$ cat config.mk
export PLATFORM = sky130hd
export DESIGN_NAME = hera_store_uart_tx_flat
export DESIGN_NICKNAME = d
export VERILOG_FILES = /design/src/rtl/hera_store_uart_tx_if.sv /design/src/rtl/hera_store_uart_tx.sv /design/src/flat_wrapper.sv
export SDC_FILE = /design/constraint.sdc
export NUM_CORES = 1
export LEC_CHECK = 0
export CORE_AREA = 3 3 157 159
export DETAILED_ROUTE_END_ITERATION = 10
export DIE_AREA = 0 0 160 162
export GPL_ROUTABILITY_DRIVEN = 0
export HOLD_SLACK_MARGIN = 0.05
export PLACE_DENSITY_LB_ADDON = 0.25
export SLEW_MARGIN = 20
export SYNTH_ARGS = -nofsm -noshare
export SYNTH_HDL_FRONTEND = slang
export SYNTH_SLANG_ARGS = --single-unit
$ cat constraint.sdc
create_clock -name clk -period 4.91 [get_ports clk]
set_clock_uncertainty 0.15 [all_clocks]
set_input_delay 0.982 -clock clk [delete_from_list [all_inputs] [get_ports clk]]
set_output_delay 0.982 -clock clk [all_outputs]
set_load 0.01 [all_outputs]
$ cat src/rtl/hera_store_uart_tx_if.sv
// hera_store_uart_tx_if
// Data-RAM store bus as seen by the store tracer.
//   st_we   : store strobe, one store per cycle while high
//   st_addr : 12-bit store address
//   st_data : 16-bit store data
// Handshake: the bus has no back-pressure. Every cycle with st_we high is one
// store offered to the slave. The slave either buffers it or counts it as
// dropped. The master never waits.
// master : the CPU side driving the store bus.
// slave  : the tracer that snoops it.
interface hera_store_uart_tx_if;
    logic        st_we;
    logic [11:0] st_addr;
    logic [15:0] st_data;

    modport master (output st_we, st_addr, st_data);
    modport slave  (input  st_we, st_addr, st_data);
endinterface

$ cat src/rtl/hera_store_uart_tx.sv
// hera_store_uart_tx
// Snoops data-RAM stores while the CPU runs and buffers them in a small FIFO.
// Each store is sent as a 5-byte 8N1 UART packet so a host terminal can trace
// program writes. Packet bytes: SYNC_BYTE, {4'h0, addr[11:8]}, addr[7:0],
// data[15:8], data[7:0].
// Ports:
//   clk        : system clock
//   hard_rst   : asynchronous, active-low reset
//   run_en     : CPU run mode; stores are captured only while high
//   store      : store bus (slave modport of hera_store_uart_tx_if)
//   host_ready : a new packet may start only while high (sampled in IDLE)
//   tx         : UART serial output, idle high
//   busy       : packet in flight or FIFO non-empty (registered)
//   overflow   : sticky; set when a store is dropped on a full FIFO
//   drop_cnt   : dropped-store count, saturating at 255
//   fsm_state  : current transmit FSM state (0 IDLE, 1 START, 2 DATA, 3 STOP)
module hera_store_uart_tx #(
    parameter int         CLKS_PER_BIT = 417,
    parameter int         FIFO_AW      = 3,
    parameter logic [7:0] SYNC_BYTE    = 8'hA5
) (
    input  logic                    clk,
    input  logic                    hard_rst,
    input  logic                    run_en,
    hera_store_uart_tx_if.slave     store,
    input  logic                    host_ready,
    output logic                    tx,
    output logic                    busy,
    output logic                    overflow,
    output logic [7:0]              drop_cnt,
    output logic [1:0]              fsm_state
);

    localparam int DEPTH = 2 ** FIFO_AW;
    localparam int BW    = (CLKS_PER_BIT > 2) ? $clog2(CLKS_PER_BIT) : 1;
    localparam logic [BW-1:0] BAUD_LAST = BW'(CLKS_PER_BIT - 1);

    typedef enum logic [1:0] {
        ST_IDLE  = 2'd0,
        ST_START = 2'd1,
        ST_DATA  = 2'd2,
        ST_STOP  = 2'd3
    } state_t;

    state_t state;

    // FIFO storage and pointers. Pointers carry one extra wrap bit so full
    // and empty can be told apart without a separate count.
    logic [27:0]      mem [DEPTH];
    logic [FIFO_AW:0] wr_ptr;
    logic [FIFO_AW:0] rd_ptr;
    logic             empty;
    logic             full;
    logic             push_req;
    logic             push_ok;
    logic             pop;

    // Transmit datapath
    logic [27:0]      pkt;
    logic [2:0]       byte_idx;
    logic [2:0]       bit_idx;
    logic [BW-1:0]    baud_cnt;
    logic [7:0]       cur_byte;
    logic             baud_end;

    assign empty = (wr_ptr == rd_ptr);
    assign full  = (wr_ptr[FIFO_AW] != rd_ptr[FIFO_AW]) &&
                   (wr_ptr[FIFO_AW-1:0] == rd_ptr[FIFO_AW-1:0]);

    assign pop      = (state == ST_IDLE) && !empty && host_ready;
    assign push_req = run_en && store.st_we;
    // A full FIFO still accepts a store when the head leaves in the same cycle.
    assign push_ok  = push_req && (!full || pop);

    assign baud_end  = (baud_cnt == BAUD_LAST);
    assign fsm_state = state;

    always_comb begin
        cur_byte = pkt[7:0];
        case (byte_idx)
            3'd0:    cur_byte = SYNC_BYTE;
            3'd1:    cur_byte = {4'h0, pkt[27:24]};
            3'd2:    cur_byte = pkt[23:16];
            3'd3:    cur_byte = pkt[15:8];
            default: cur_byte = pkt[7:0];
        endcase
    end

    // FIFO storage has no reset; the pointers define which entries are valid.
    always_ff @(posedge clk) begin
        if (push_ok) begin
            mem[wr_ptr[FIFO_AW-1:0]] <= {store.st_addr, store.st_data};
        end
    end

    always_ff @(posedge clk or negedge hard_rst) begin
        if (!hard_rst) begin
            wr_ptr   <= '0;
            rd_ptr   <= '0;
            overflow <= 1'b0;
            drop_cnt <= 8'd0;
            busy     <= 1'b0;
        end else begin
            if (push_ok) begin
                wr_ptr <= wr_ptr + 1'b1;
            end
            if (pop) begin
                rd_ptr <= rd_ptr + 1'b1;
            end
            if (push_req && !push_ok) begin
                overflow <= 1'b1;
                if (drop_cnt != 8'hFF) begin
                    drop_cnt <= drop_cnt + 8'd1;
                end
            end
            busy <= (state != ST_IDLE) || !empty;
        end
    end

    // Transmit FSM. tx is registered from the current state, so the line
    // trails the state by one cycle. Every bit still lasts exactly
    // CLKS_PER_BIT cycles on the pin.
    always_ff @(posedge clk or negedge hard_rst) begin
        if (!hard_rst) begin
            state    <= ST_IDLE;
            tx       <= 1'b1;
            pkt      <= '0;
            byte_idx <= '0;
            bit_idx  <= '0;
            baud_cnt <= '0;
        end else begin
            case (state)
                ST_IDLE: begin
                    tx       <= 1'b1;
                    baud_cnt <= '0;
                    bit_idx  <= '0;
                    if (pop) begin
                        pkt      <= mem[rd_ptr[FIFO_AW-1:0]];
                        byte_idx <= '0;
                        state    <= ST_START;
                    end
                end
                ST_START: begin
                    tx <= 1'b0;
                    if (baud_end) begin
                        baud_cnt <= '0;
                        bit_idx  <= '0;
                        state    <= ST_DATA;
                    end else begin
                        baud_cnt <= baud_cnt + 1'b1;
                    end
                end
                ST_DATA: begin
                    tx <= cur_byte[bit_idx];
                    if (baud_end) begin
                        baud_cnt <= '0;
                        if (bit_idx == 3'd7) begin
                            state <= ST_STOP;
                        end else begin
                            bit_idx <= bit_idx + 3'd1;
                        end
                    end else begin
                        baud_cnt <= baud_cnt + 1'b1;
                    end
                end
                ST_STOP: begin
                    tx <= 1'b1;
                    if (baud_end) begin
                        baud_cnt <= '0;
                        if (byte_idx < 3'd4) begin
                            byte_idx <= byte_idx + 3'd1;
                            state    <= ST_START;
                        end else begin
                            state <= ST_IDLE;
                        end
                    end else begin
                        baud_cnt <= baud_cnt + 1'b1;
                    end
                end
                default: state <= ST_IDLE;
            endcase
        end
    end

endmodule
$ cat src/flat_wrapper.sv
// flat-port wrapper written by rule: the top's interface ports become plain ports
module hera_store_uart_tx_flat 
#(
    parameter int         CLKS_PER_BIT = 417,
    parameter int         FIFO_AW      = 3,
    parameter logic [7:0] SYNC_BYTE    = 8'hA5
)
  (clk, hard_rst, run_en, host_ready, tx, busy, overflow, drop_cnt, fsm_state, store_st_we, store_st_addr, store_st_data);
  hera_store_uart_tx_if store_i ();
  input  logic clk;
  input  logic hard_rst;
  input  logic run_en;
  input  logic host_ready;
  output logic tx;
  output logic busy;
  output logic overflow;
  output logic [7:0] drop_cnt;
  output logic [1:0] fsm_state;
  input wire logic [$bits(store_i.st_we)-1:0] store_st_we;
  input wire logic [$bits(store_i.st_addr)-1:0] store_st_addr;
  input wire logic [$bits(store_i.st_data)-1:0] store_st_data;
  assign store_i.st_we = store_st_we;
  assign store_i.st_addr = store_st_addr;
  assign store_i.st_data = store_st_data;
  hera_store_uart_tx #(.CLKS_PER_BIT(CLKS_PER_BIT), .FIFO_AW(FIFO_AW), .SYNC_BYTE(SYNC_BYTE)) u_core (.clk(clk), .hard_rst(hard_rst), .run_en(run_en), .store(store_i), .host_ready(host_ready), .tx(tx), .busy(busy), .overflow(overflow), .drop_cnt(drop_cnt), .fsm_state(fsm_state));
endmodule
# After elaboration in Yosys (flattened, before gate mapping)
# Memories as Yosys holds them, arrays and structs flattened. A register that Yosys moved wholly into a read port is not among the register bits.
# Index checks and enable logic that the tools add are counted.
[word_totals]
regBits = 36
ram_bits = 224
elab_cells = 85
input_bits = 33
memories = 1
[classes]
n_reduce_logical = 24
n_mux = 23
eq_ne = 19
magnitude_cmp = 2
n_addsub = 6
[memory_table]
columns = ["memory", "depth", "word_bits", "read_ports", "rd_ports_with_merged_regs", "write_ports", "line_no", "text"]
rows = [
  ["u_core.mem", 8, 28, 1, 1, 1, "hera_store_uart_tx.sv:49", "logic [27:0] mem [DEPTH];"],
]
[op_table]
columns = ["op", "n"]
rows = [
  ["$pmux W8 S4", 1],
  ["$mux W3", 6],
  ["$pmux W9 S2", 1],
  ["$ne A2 B1 Y1 const B", 6],
  ["$mux W2", 5],
  ["$add A9 B1 Y9 const B", 1],
  ["$eq A9 B9 Y1 const B", 1],
  ["$mux W9", 1],
  ["$pmux W3 S3", 1],
  ["$add A4 B1 Y4 const B", 2],
  ["$add A8 B1 Y8 const B", 1],
  ["$ne A8 B8 Y1 const B", 1],
  ["$pmux W2 S4", 1],
  ["$reduce_and A4 Y1", 2],
  ["$add A3 B1 Y3 const B", 2],
  ["$eq A3 B2 Y1 const B", 2],
  ["$logic_and A1 B1 Y1", 6],
  ["$pmux W3 S2", 1],
  ["$reduce_and A5 Y1", 1],
  ["$eq A2 B2 Y1 const B", 2],
  ["$eq A4 B4 Y1", 1],
  ["$logic_not A1 Y1", 4],
  ["$lt A3 B4 Y1 const B", 1],
  ["$mux W1", 4],
  ["other kinds (17)", 20],
]

# Longest topological paths before layout
[logic_depth]
depth_word = 9
depth_mapped = 9

# Worst setup path after synthesis
# OpenSTA, ideal clock, no wires.
[synth_path]
path_kind = "input to register"
start = "input port host_ready"
end = "memory u_core.mem[0][0], enable pin"
path_stages = 4
t_arrival_ns = 4.077
setup_slack_ns = 0.199
required_ns = 4.276
setup_ns = 0.484
n_path_buf = 0
cell_sequence = "nand2_1 > nand3b_4 > nand3_1 > nor4_1"
[synth_between]
elab_chain_len = 5
[synth_lines]
columns = ["item", "line_no", "text"]
rows = [
  ["from (decl)", "flat_wrapper.sv:13", "input logic host_ready;"],
  ["$logic_and A1 B1 Y1", "hera_store_uart_tx.sv:70", "assign pop = (state == ST_IDLE) && !empty && host_ready;"],
  ["$logic_or A1 B1 Y1", "hera_store_uart_tx.sv:73", "assign push_ok = push_req && (!full || pop);"],
  ["$logic_and A1 B1 Y1", "hera_store_uart_tx.sv:73", ""],
  ["$mux W1", "hera_store_uart_tx.sv:91", "if (push_ok) begin"],
  ["$mux W1 (implied by the code)", "hera_store_uart_tx.sv:92", "mem[wr_ptr[FIFO_AW-1:0]] <= {store.st_addr, store.st_data};"],
  ["to (decl)", "hera_store_uart_tx.sv:49", ""],
]
# Every way passes these cells.

# Worst setup path in the final report
[layout_path]
start = "register u_core.rd_ptr[0]"
end = "memory u_core.mem[0][18], enable pin"
[layout_between]
elab_chain_len = 8
[layout_lines]
columns = ["item", "line_no", "text"]
rows = [
  ["from (decl)", "hera_store_uart_tx.sv:51", "logic [FIFO_AW:0] rd_ptr;"],
  ["from (signal assigned)", "hera_store_uart_tx.sv:108", "rd_ptr <= rd_ptr + 1'b1;"],
  ["$eq A4 B4 Y1", "hera_store_uart_tx.sv:66", "assign empty = (wr_ptr == rd_ptr);"],
  ["$logic_not A1 Y1", "hera_store_uart_tx.sv:70", ""],
  ["$logic_and A1 B1 Y1 (2 in a row)", "hera_store_uart_tx.sv:70", ""],
  ["$logic_or A1 B1 Y1 *", "hera_store_uart_tx.sv:73", ""],
  ["$logic_and A1 B1 Y1 *", "hera_store_uart_tx.sv:73", ""],
  ["$mux W1 *", "hera_store_uart_tx.sv:91", ""],
  ["$mux W1 (implied by the code) *", "hera_store_uart_tx.sv:92", ""],
]
# Mark *: on every way between the ends. The rest lies on a longest branch, timed or not.

==> impl_metrics.json <==
{
  "cp_common_cell": "nand3_1",
  "synth_top_family_by_area": "multiplexers",
  "path_max_fanout": 28,
  "syn_inst": 641,
  "die_x_um": 160,
  "drtAntennaViolNets": 0,
  "synth_fa_ha_area_share_pct": 1.840,
  "mappedNetlistArea_mm2": 0.01156,
  "dr.pass1.iters": 4,
  "final_cells": 1041,
  "synth-xor-area-share_pct": 1.818,
  "crit_arrival_ps": 2890,
  "setup-violations-final": 0,
  "setup-tns-final_ps": 0,
  "htreeDepth": 1,
  "synth-simple-area-share_pct": 4.621,
  "post_dp_cell_area_mm2": 0.01239,
  "synthesis.nets": 691,
  "period_needed_ps": 2878,
  "cts_buffers": 29,
  "min_path_type": "input port to asynchronous set/reset pin",
  "total_power_w": 0.007269,
  "num-fill-cells": 1824,
  "status": "completed",
  "synth.avg_cell_area_um2": 18.04,
  "slowest_stage": "dfrtp_4",
  "ys_warn_count": 0,
  "ys_types": 53,
  "tightestPinTransition_ps": 866.7,
  "post_cts_buffers": 0,
  "num_rows": 56,
  "coreArea_mm2": 0.02340,
  "cp-start-kind": "register",
  "synth_edf_count": 224,
  "drive_gt1_share_pct": 18.14,
  "grt_setup_unrepaired": "no",
  "wl_per_cell_um": 20.55,
  "cts-root-buf": "clkbuf_16",
  "fmax_ghz": 0.3474,
  "dpl.hpwl_mm": 12.65,
  "n_antenna_cell": 0,
  "power_density_mw_per_mm2": 546.0,
  "nets": 749,
  "crit_chain": "xnor2_1 -> nand3_1 -> nand3b_4 -> nand3_1 -> nor4_2 -> buf_4",
  "post_cts_resized": 0,
  "leakage_nw": 4.577,
  "report.final.slew_viol_count": 0,
  "hold_buffers": 0,
  "synth-seq-cells": 288,
  "wl_mm": 21.40,
  "critPathRequiredTime_ps": 4920,
  "io_pins": 46,
  "slew_headroom_pct": 42.22,
  "slowest_delay_ps": 790,
  "vias": 5798,
  "dieArea_mm2": 0.02592,
  "floorplan.initialDensity_pct": 49.41,
  "drc": 0,
  "overflow": 0,
  "synth_seq_area_share_pct": 72.04,
  "antenna_found_initial": 0,
  "final-seq-area_mm2": 0.008335,
  "worstReg2RegStart": "u_core.rd_ptr[0]",
  "clockBufferDepth": 3,
  "grt_max_degree": 60,
  "synth_compound_area_share_pct": 4.307,
  "syn_to_final_growth_pct": 15.15,
  "port_buffers": 45,
  "drv_cap": 0,
  "path_class": "register to register",
  "final_area_mm2": 0.01331,
  "synth.area.mux_share_pct": 13.62,
  "hold_viol": 0,
  "die_h_um": 162,
  "end_kind": "register",
  "worstSetupStartpoint": "u_core.rd_ptr[0]",
  "dp_cells": 987,
  "clock-sinks": 288,
  "viasPerCell": 5.570,
  "clk_pin_slew_ps": 60,
  "grtUsageTotal_pct": 16.68,
  "grt_pass1_wl_mm": 33.72,
  "cts_tree": "yes",
  "async_flop_share_pct": 22.22,
  "clk_latency_ps": 540,
  "finalCritPeriodShare_pct": 58.62,
  "multi_input_area_mm2": 0.003062,
  "grt_pass1_vias": 6149,
  "worst_hold_slack_ps": 308.6,
  "initialDrtViolationCount": 396,
  "ys.flop_type": "edfxtp_1",
  "vdd_drop_max_v": 0.0002964
}
## routing by layer
layer  wire [µm]  global-route usage [%]  up-vias
li1            -                       -     2632
met1        9164                   22.47     2978
met4         542                   5.680        0
met2       10740                   28.12      149
met3         945                   2.652       39
met5           0                       0        -
## area by class of cell
| cell class | count | area share [%] |
|---|---|---|
| multi-input cells | 308 | 23.00 |
| clock inverters | 20 | 1.334 |
| repair buffers | 58 | 4.079 |
| flip-flops and latches | 288 | 62.61 |
| well taps | 319 | 2.998 |
| inverters | 14 | 0.3947 |
| clock buffers | 34 | 5.592 |
## registers in the layout (all words and copies together) (netlist names), 3 cells and up
signal           cells
u_core.mem         224
u_core.byte_idx      3
u_core.bit_idx       3
u_core.pkt          28
u_core.rd_ptr        4
u_core.wr_ptr        4
u_core.baud_cnt      9
u_core.drop_cnt      8
## critical path: cells and delay by family, from the launching register on
family        cells  cell delay (ps)
xor+xnor          1              140
buf+inv           1              490
flops             1              790
simple gates      4              920
## power by group
group	total, W	internal [W]	switching [W]
logic	0.00191	0.000914	0.000992
clock network	0.00210	0.00124	0.000865
registers	0.00326	0.00299	0.000274
total	0.00727	0.00514	0.00213
## cells in the mapped netlist (9+ instances only)
library cell / count / area [µm²]
a21oi_1: 34 / 170.2
buf_2: 15 / 75.07
clkbuf_1: 11 / 41.29
dfrtp_1: 63 / 1577
edfxtp_1: 224 / 6726
ha_1: 17 / 212.7
inv_1: 14 / 52.55
mux2i_1: 28 / 280.3
mux4_2: 56 / 1261
nand2_1: 20 / 75.07
nor2_1: 43 / 161.4
o21ai_0: 12 / 60.06
xnor2_1: 15 / 131.4
xor2_1: 9 / 78.83
## kinds of logic (layout without fill, tap and decap cells)
logic type	after synthesis	in the layout
AOI/OAI and AO/OA	73	73
buffers and inverters	45	126
DFF	288	288
xor gates and xnor gates	24	24
adders and majority gates	17	17
muxes	87	87
and+or+nand+nor	107	107
## cell usage in the layout, fill, tap and decap left out, types with 3 or more instances in the layout
| cell type | netlist | routed |
|---|---|---|
| and3_1 | 4 | 4 |
| edfxtp_1 | 224 | 224 |
| nor2b_1 | 3 | 3 |
| nor2_1 | 43 | 41 |
| mux2i_1 | 28 | 28 |
| clkinv_1 | 0 | 9 |
| o21ai_0 | 12 | 12 |
| nand2_1 | 20 | 20 |
| clkbuf_1 | 11 | 5 |
| nand3_1 | 8 | 8 |
| clkdlybuf4s50_1 | 0 | 44 |
| nand2b_1 | 6 | 6 |
| xnor2_1 | 15 | 15 |
| ha_1 | 17 | 17 |
| nand4_1 | 7 | 7 |
| a221o_1 | 4 | 4 |
| xor2_1 | 9 | 9 |
| clkbuf_16 | 0 | 29 |
| a221oi_1 | 5 | 5 |
| a21oi_1 | 34 | 34 |
| buf_4 | 2 | 13 |
| mux4_2 | 56 | 56 |
| dfrtp_1 | 63 | 60 |
| inv_1 | 14 | 14 |
| nor3_2 | 0 | 4 |
| clkinv_2 | 0 | 4 |
| bufinv_16 | 0 | 3 |
## path summary, 6_finish.rpt
path	to	slack (ps)	depth (start not counted)
max	u_core.mem[0][18]	2030	6
min	u_core.baud_cnt[5]	310	1
max reg2reg	u_core.mem[0][18]	2030	6
min reg2reg	u_core.overflow	340	1
max in group asynchronous	u_core.pkt[8]	3370	2
min in group clk	u_core.overflow	340	1
## per-stage QoR
| stage | setup slack (ps) | utilization [%] |
|---|---|---|
| final | 2032 | 56.89 |
| after global routing | 1776 | 56.89 |
| after CTS | 1986 | 56.89 |
| after detailed placement | 1662 | 52.95 |
| after global placement | 1702 | 52.95 |
| after floorplan | 199.3 | - |
Note: power is estimated with default switching activity, not from simulation.
